[src/rtl/cpu_pkg.sv]
// Shared CPU definitions: bus driver indices and the bus arbiter state encoding.
package cpu_pkg;

  localparam int BUS_NUM_REQ = 7;

  typedef enum logic [1:0] {
    ARB_IDLE  = 2'd0,
    ARB_OWNED = 2'd1,
    ARB_GAP   = 2'd2
  } arb_state_e;

  // Index 0 is the control unit and always has priority on the bus.
  typedef enum logic [2:0] {
    BUS_REQ_CU  = 3'd0,
    BUS_REQ_RAX = 3'd1,
    BUS_REQ_RBX = 3'd2,
    BUS_REQ_RCX = 3'd3,
    BUS_REQ_RDX = 3'd4,
    BUS_REQ_ALU = 3'd5,
    BUS_REQ_MEM = 3'd6
  } bus_req_e;

endpackage

[src/rtl/bus_rr_picker.sv]
// Combinational round-robin pick over requesters 1..NUM_REQ-1, searching from
// i_ptr+1 and wrapping NUM_REQ-1 back to 1. Index 0 is handled by the caller.
module bus_rr_picker #(
  parameter int NUM_REQ = 7
) (
  input  logic [NUM_REQ-1:1]         i_req,
  input  logic [$clog2(NUM_REQ)-1:0] i_ptr,
  output logic [NUM_REQ-1:1]         o_pick,
  output logic [$clog2(NUM_REQ)-1:0] o_idx,
  output logic                       o_valid
);

  localparam int IDX_W = $clog2(NUM_REQ);

  always_comb begin : pick_loop
    int w_cand;
    o_pick  = '0;
    o_idx   = '0;
    o_valid = 1'b0;
    w_cand  = 0;
    for (int k = 1; k < NUM_REQ; k++) begin
      w_cand = int'(i_ptr) + k;
      if (w_cand > NUM_REQ - 1) w_cand = w_cand - (NUM_REQ - 1);
      if (!o_valid && i_req[w_cand]) begin
        o_valid        = 1'b1;
        o_idx          = IDX_W'(w_cand);
        o_pick[w_cand] = 1'b1;
      end
    end
  end

endmodule

[src/rtl/bus_arbiter.sv]
// Shared 8-bit CPU bus arbiter: one-hot registered grant, priority for the
// control unit, round-robin for the rest, optional turnaround gap, watchdog.
module bus_arbiter
  import cpu_pkg::*;
#(
  parameter int NUM_REQ    = BUS_NUM_REQ,
  parameter int MAX_HOLD   = 15,
  parameter int TURNAROUND = 1
) (
  input  logic                       clock,
  input  logic                       reset,
  input  logic [NUM_REQ-1:0]         req,
  input  logic [NUM_REQ-1:0]         lock,
  output logic [NUM_REQ-1:0]         grant,
  output logic [$clog2(NUM_REQ)-1:0] owner,
  output logic                       bus_busy,
  output logic                       timeout,
  output logic [1:0]                 o_dbg_state
);

  localparam int IDX_W  = $clog2(NUM_REQ);
  localparam int HOLD_W = $clog2(MAX_HOLD + 1);

  // Handshake: req[i] is a level held for as long as driver i wants to drive;
  // driver i may drive the bus only in cycles where grant[i]=1. A grant
  // always appears one edge after the req that won it, and drops one edge
  // after the cycle in which a release cause is seen.

  arb_state_e              r_state;
  logic [NUM_REQ-1:0]      r_grant;
  logic [IDX_W-1:0]        r_owner;
  logic [IDX_W-1:0]        r_rr_ptr;
  logic [HOLD_W-1:0]       r_hold_cnt;
  logic [NUM_REQ-1:0]      r_mask;

  arb_state_e              w_nxt_state;
  logic [NUM_REQ-1:0]      w_nxt_grant;
  logic [IDX_W-1:0]        w_nxt_owner;
  logic [IDX_W-1:0]        w_nxt_rr_ptr;
  logic [HOLD_W-1:0]       w_nxt_hold_cnt;
  logic [NUM_REQ-1:0]      w_nxt_mask;

  logic                    w_owned;
  logic                    w_own_req;
  logic                    w_own_lock;
  logic                    w_rel_drop;
  logic                    w_rel_preempt;
  logic                    w_rel_wdog;
  logic                    w_release;
  logic [NUM_REQ-1:0]      w_cand;
  logic [NUM_REQ-1:1]      w_pick;
  logic [IDX_W-1:0]        w_pick_idx;
  logic                    w_pick_valid;
  logic                    w_win_valid;
  logic [IDX_W-1:0]        w_win_idx;
  logic [NUM_REQ-1:0]      w_win_grant;

  // Release causes, evaluated only while an owner holds the bus; the
  // priority drop > preempt > watchdog falls out of the qualifiers.
  always_comb begin
    w_owned       = (r_state == ARB_OWNED);
    w_own_req     = req[r_owner];
    w_own_lock    = lock[r_owner];
    w_rel_drop    = w_owned && !w_own_req;
    w_rel_preempt = w_owned && w_own_req && req[0] && (r_owner != '0) && !w_own_lock;
    w_rel_wdog    = w_owned && w_own_req && !w_rel_preempt &&
                    (r_hold_cnt == HOLD_W'(MAX_HOLD));
    w_release     = w_rel_drop || w_rel_preempt || w_rel_wdog;
    w_cand        = req & ~r_mask;
    // A watchdog victim must not win the back-to-back re-arbitration.
    if (w_rel_wdog) w_cand[r_owner] = 1'b0;
  end

  bus_rr_picker #(
    .NUM_REQ (NUM_REQ)
  ) u_rr_picker (
    .i_req   (w_cand[NUM_REQ-1:1]),
    .i_ptr   (r_rr_ptr),
    .o_pick  (w_pick),
    .o_idx   (w_pick_idx),
    .o_valid (w_pick_valid)
  );

  assign w_win_valid = w_cand[0] | w_pick_valid;
  assign w_win_idx   = w_cand[0] ? '0 : w_pick_idx;
  assign w_win_grant = w_cand[0] ? NUM_REQ'(1) : {w_pick, 1'b0};

  always_comb begin
    w_nxt_state    = r_state;
    w_nxt_grant    = r_grant;
    w_nxt_owner    = r_owner;
    w_nxt_rr_ptr   = r_rr_ptr;
    w_nxt_hold_cnt = r_hold_cnt;
    w_nxt_mask     = r_mask & req;
    if (w_rel_wdog) w_nxt_mask[r_owner] = 1'b1;

    case (r_state)
      ARB_IDLE, ARB_GAP: begin
        if (w_win_valid) begin
          w_nxt_state    = ARB_OWNED;
          w_nxt_grant    = w_win_grant;
          w_nxt_owner    = w_win_idx;
          w_nxt_hold_cnt = HOLD_W'(1);
          if (w_win_idx != '0) w_nxt_rr_ptr = w_win_idx;
        end else begin
          w_nxt_state    = ARB_IDLE;
          w_nxt_grant    = '0;
          w_nxt_hold_cnt = '0;
        end
      end
      ARB_OWNED: begin
        if (!w_release) begin
          w_nxt_hold_cnt = r_hold_cnt + HOLD_W'(1);
        end else if (TURNAROUND != 0) begin
          w_nxt_state    = ARB_GAP;
          w_nxt_grant    = '0;
          w_nxt_hold_cnt = '0;
        end else if (w_win_valid) begin
          w_nxt_state    = ARB_OWNED;
          w_nxt_grant    = w_win_grant;
          w_nxt_owner    = w_win_idx;
          w_nxt_hold_cnt = HOLD_W'(1);
          if (w_win_idx != '0) w_nxt_rr_ptr = w_win_idx;
        end else begin
          w_nxt_state    = ARB_IDLE;
          w_nxt_grant    = '0;
          w_nxt_hold_cnt = '0;
        end
      end
      default: begin
        w_nxt_state    = ARB_IDLE;
        w_nxt_grant    = '0;
        w_nxt_hold_cnt = '0;
      end
    endcase
  end

  always_ff @(posedge clock or negedge reset) begin
    if (!reset) begin
      r_state    <= ARB_IDLE;
      r_grant    <= '0;
      r_owner    <= '0;
      r_rr_ptr   <= '0;
      r_hold_cnt <= '0;
      r_mask     <= '0;
    end else begin
      r_state    <= w_nxt_state;
      r_grant    <= w_nxt_grant;
      r_owner    <= w_nxt_owner;
      r_rr_ptr   <= w_nxt_rr_ptr;
      r_hold_cnt <= w_nxt_hold_cnt;
      r_mask     <= w_nxt_mask;
    end
  end

  assign grant       = r_grant;
  assign owner       = r_owner;
  assign bus_busy    = |r_grant;
  assign timeout     = w_rel_wdog;
  assign o_dbg_state = r_state;

  a_grant_onehot0: assert property (@(posedge clock) disable iff (!reset) $onehot0(r_grant));

endmodule

[config.mk]
export PLATFORM = sky130hd
export DESIGN_NAME = bus_arbiter
export DESIGN_NICKNAME = d
export VERILOG_FILES = /design/src/rtl/cpu_pkg.sv /design/src/rtl/bus_rr_picker.sv /design/src/rtl/bus_arbiter.sv
export SDC_FILE = /design/constraint.sdc
export NUM_CORES = 1
export LEC_CHECK = 0
export BUFFER_PORTS_ARGS = -buffer_cell sky130_fd_sc_hd__buf_2
export CORE_ASPECT_RATIO = 1.2
export CORE_MARGIN = 10
export CORE_UTILIZATION = 55
export CTS_CLUSTER_DIAMETER = 150
export CTS_CLUSTER_SIZE = 28
export DETAILED_ROUTE_END_ITERATION = 8
export PLACE_DENSITY = 0.75
export REMOVE_ABC_BUFFERS = 1
export SLEW_MARGIN = 15
export SYNTH_ARGS = -nofsm -noshare
export SYNTH_HDL_FRONTEND = slang
export SYNTH_SLANG_ARGS = --single-unit
[constraint.sdc]
create_clock -name clock -period 5.1 [get_ports clock]
set_input_delay 0.255 -clock clock [delete_from_list [all_inputs] [get_ports clock]]
set_output_delay 0.255 -clock clock [all_outputs]
set_load 0.02 [all_outputs]
==> metrics, run 1 <==
ys async rst share=1.00; area leader, netlist=dfrtp_1; FF+latch count, synth=26; Die X=88.9 um; first-pass GRT wire length=14.5 mm; Hold Fails Final Rpt=0; final WL=8.89 mm; Cells after Synth=395; Hold Path Origin=req[4]; ANT cells=0; pre-CTS WS=0.861 ns; vias per cell=6.41; Synth Cell Area=3130 um2; vias=3091; ys flop type=dfrtp_1; fmax=0.230 GHz; WL/cell=18.4 um; CTS Buf Count=3; Post-synth EDFFs=0; Synth top cells by count=nand2_1, dfrtp_1, ha_1, nor2_1, inv_1; syn avg cell area=7.92 um2; CTS resizes=0; starting utilization of the core area=0.560; Post-CTS Repair Setup Buffers=0; worst slew pin tran=1.04 ns; max cap viols=0; most common cell in the synthesized netlist=nand2_1; top-area cell type share of the netlist area=0.208; # port buffers=28; routability cong.=0.936; r2r startpoint=r_rr_ptr[1]$_DFFE_PN0P_; core area=5590 um2; fin nets=459; R2R depth=14; CTS tree=yes; count of final setup violators=0; fin crit period=4.35 ns; cts hold-fix bufs=1; Worst slew margin=0.305; remaining antenna violation count after routing=0; Root Buffer=clkbuf_8; highest net fanout along the worst path=12; I/O pin total=30; Yosys cell types=80; Layout Cells excl Fill=482; Clock Path Buffers=2; GRT Total Usage=0.196; Hold/Removal Path Class=input port to flop; RSZ-0062 raised after global routing=no; die height=103 um; Hold Path Stages=2; H-tree levels=1; CP Launch Type=flop; Cell Count Post-Placement=477; register area share after synthesis=0.208; Critical Path Sink Type=flop; clk sink count=26; Final period util=0.853; dpl cell area=3300 um2; post-DP HPWL=6.97 mm; status=finished, final reports clean; Syn. warnings=0; Worst setup startpoint=r_rr_ptr[1]$_DFFE_PN0P_; Die Area=9120 um2; Req. time, crit path=5.27 ns; First-pass DRT Iterations=5; Area Overhead vs Synth=8.16%; crit path DAT=4.52 ns; Initial DRC Count=212; GRT overflow=0; final worst setup slack=0.748 ns; vias in the first global route=3032; largest net degree at the start of global routing=30; Setup Skew=0.0113 ns; Rows=30; clk_lat worst skew=0.29 ns; post-route cell area=3380 um2; layout cells sized above 1=0.151; Worst-path clk slew=0.10 ns; largest cells by area after synthesis=dfrtp_1, ha_1, nand2_1; Final TNS setup=0 ns; DRC viols=0; initial antenna violation count=0; Max Slew Vio Count=0; CP Class=flop to flop
per-layer routing:
layer	wire length, um	GRT usage	vias to the layer above	share of wire
li1	-	-	1522	-
met2	4310	0.341	112	0.48
met4	380	0.0996	0	0.043
met5	0	0	-	0
met1	3720	0.227	1428	0.42
met3	478	0.0245	29	0.054
stage by stage:
step	utilization	hold slack, ns
final	0.605	0.212
after global routing	0.605	0.221
after global placement	0.591	0.283
after detailed placement	0.591	0.295
after CTS	0.605	0.220
after floorplan	-	-0.0406
flip-flops by register name, summed over array words and instances, names as in the netlist:
register	count
grant	7
o_dbg_state	2
owner	3
r_hold_cnt	4
r_mask	7
r_rr_ptr	3
final cells by class:
class / instances / area, um2
multi-input combinational: 331 / 2300
fill: 529 / 2210
sequential: 26 / 651
timing repair buffer: 35 / 195
inverter: 22 / 82.6
tap: 64 / 80.1
clock buffer: 3 / 41.3
clock inverter: 1 / 30.0
worst paths after layout:
path / slack [ns] / end
worst max-delay path: 0.75 / grant[3]$_DFFE_PN0P_
worst min-delay path: 0.21 / r_mask[4]$_DFF_PN0_
worst max register to register: 0.75 / grant[3]$_DFFE_PN0P_
worst min register to register: 0.50 / r_mask[6]$_DFF_PN0_
max in group asynchronous: 4.18 / grant[0]$_DFFE_PN0P_
min in group asynchronous: 0.51 / r_mask[0]$_DFF_PN0_
cells in the final DEF (no fill, tap or decap), drive strengths merged, types with 9 or more instances in the layout:
cell type	instances
o21ai	21
dfrtp	26
nor3	17
buf	34
nand2b	16
nand2	43
a21oi	17
ha	24
nor2	25
a21o	9
nand3	14
nand3b	9
inv	22
nor2b	9
critical path: stages (launching register included):
cell	delay, ns
dfrtp_1	0.48
inv_1	0.26
ha_1	0.19
inv_1	0.06
ha_1	0.22
a21oi_1	0.47
xnor2_1	0.31
nor2_1	0.14
a32o_1	0.30
a21oi_1	0.23
nand2_1	0.37
nor2_2	0.33
a31o_2	0.29
nor3_1	0.07
or4_1	0.51
cell families after synthesis:
kind of cell / share of synthesized area
adders and majority gates: 0.0960
other: 0.00120
buffers and inverters: 0.0556
xor gates and xnor gates: 0.0224
and+or+nand+nor: 0.315
AOI/OAI and AO/OA: 0.272
DFF: 0.208
muxes: 0.0308
Power of run 1 is not shown: default switching activity piles up to over one toggle a cycle in this logic, so the estimate is an artifact.
==> run 2: changes to the inputs <==
Settings changed: CTS_BUF_LIST from default to sky130_fd_sc_hd__clkbuf_4.
==> run 2 against run 1 <==
Net effect: utilization decreased by 0.34 points; highest routed layer unchanged; critical path depth unchanged; first-iteration DRC count increased by 9.9%.
==> metrics, run 2 (synthesis gave the netlist of run 1 again) <==
dpl cell area=3300 um2; GRT overflow=0; fin crit period=4.35 ns; Worst slew margin=0.304; ANT cells=0; largest net degree at the start of global routing=30; CP Launch Type=flop; status=finished, final reports clean; CTS tree=yes; Final period util=0.853; post-route cell area=3370 um2; max cap viols=0; clk sink count=26; fin nets=459; First-pass DRT Iterations=5; Worst-path clk slew=0.16 ns; H-tree levels=1; worst slew pin tran=1.04 ns; Root Buffer=clkbuf_4; commonest non-fill, non-tap cells in the layout=nand2_1, buf_2, dfrtp_1; highest net fanout along the worst path=12; vias=3108; Max Slew Vio Count=0; Rows=30; commonest non-fill, non-tap cell in the layout=nand2_1; final WL=8.82 mm; Setup Skew=0.0111 ns; Die X=88.9 um; Hold Fails Final Rpt=0; CP Class=flop to flop; fmax=0.230 GHz; crit path DAT=4.59 ns; initial antenna violation count=0; DRC viols=0; Critical Path Sink Type=flop; CTS Buf Count=3; die height=103 um; CTS resizes=0; remaining antenna violation count after routing=0; clk_lat worst skew=0.35 ns; Initial DRC Count=233; vias per cell=6.45; Area Overhead vs Synth=7.56%; vias in the first global route=3007; count of final setup violators=0; core area=5590 um2; layout cells sized above 1=0.151; GRT Total Usage=0.196; routability cong.=0.936; I/O pin total=30; starting utilization of the core area=0.560; Req. time, crit path=5.35 ns; # port buffers=28; RSZ-0062 raised after global routing=no; Die Area=9120 um2; final core occ=0.602; Hold/Removal Path Class=input port to flop; Final TNS setup=0 ns; first-pass GRT wire length=14.5 mm; WL/cell=18.3 um; Clock Path Buffers=2; post-DP HPWL=6.97 mm
run 2: cell counts in the layout (fill, tap and decap cells not counted):
Identical to the previous run, type by type.
run 2: metal layers:
| layer | GRT usage | vias to the layer above | share of wire |
|---|---|---|---|
| met4 | 0.103 | 0 | 0.047 |
| met1 | 0.229 | 1440 | 0.41 |
| met5 | 0 | - | 0 |
| met3 | 0.0269 | 32 | 0.059 |
| met2 | 0.338 | 120 | 0.48 |
| li1 | - | 1516 | - |
run 2: timing repair:
item | CTS | global route
endpoints found under the hold margin | 26 | 0
hold buffers | 1 | 0
setup endpoints to repair | 0 | 0
buffers inserted | 0 | 0
run 2: final cells by class:
type	count	area (um2)
Clock buffer	3	22.5
Inverter	22	82.6
Fill cell	533	2230
Timing Repair Buffer	35	195
Clock inverter	1	30.0
Multi-Input combinational cell	331	2300
Tap cell	64	80.1
Sequential cell	26	651
run 2: path summary, 6_finish.rpt:
check	end	from	slack, ns	cells past startpoint
setup / recovery	grant[3]$_DFFE_PN0P_	r_rr_ptr[1]$_DFFE_PN0P_	0.75	14
hold / removal	r_mask[4]$_DFF_PN0_	req[4]	0.14	2
setup reg to reg	grant[3]$_DFFE_PN0P_	r_rr_ptr[1]$_DFFE_PN0P_	0.75	14
hold reg to reg	r_mask[6]$_DFF_PN0_	r_mask[6]$_DFF_PN0_	0.51	1
max in group asynchronous	grant[0]$_DFFE_PN0P_	reset	4.26	2
min in group asynchronous	r_mask[0]$_DFF_PN0_	reset	0.44	2
run 2: critical path: stages, from the launching register on:
cell and delay [ns]:
dfrtp_1 0.50, inv_1 0.26, ha_1 0.19, inv_1 0.06, ha_1 0.22, a21oi_1 0.47
xnor2_1 0.31, nor2_1 0.13, a32o_1 0.30, a21oi_1 0.23, nand2_1 0.36, nor2_2 0.34
a31o_2 0.28, nor3_1 0.07, or4_1 0.51
run 2: stage by stage:
step           setup slack, ns  hold slack (ns)  instances
2_1_floorplan            0.833          -0.0406        379
3_3_place_gp             0.887            0.283        477
3_5_place_dp             0.861            0.295        477
4_1_cts                  0.823            0.152        482
5_1_grt                  0.450            0.142        482
6_report                 0.751            0.142        482
Power of run 2 is left out for the same reason.
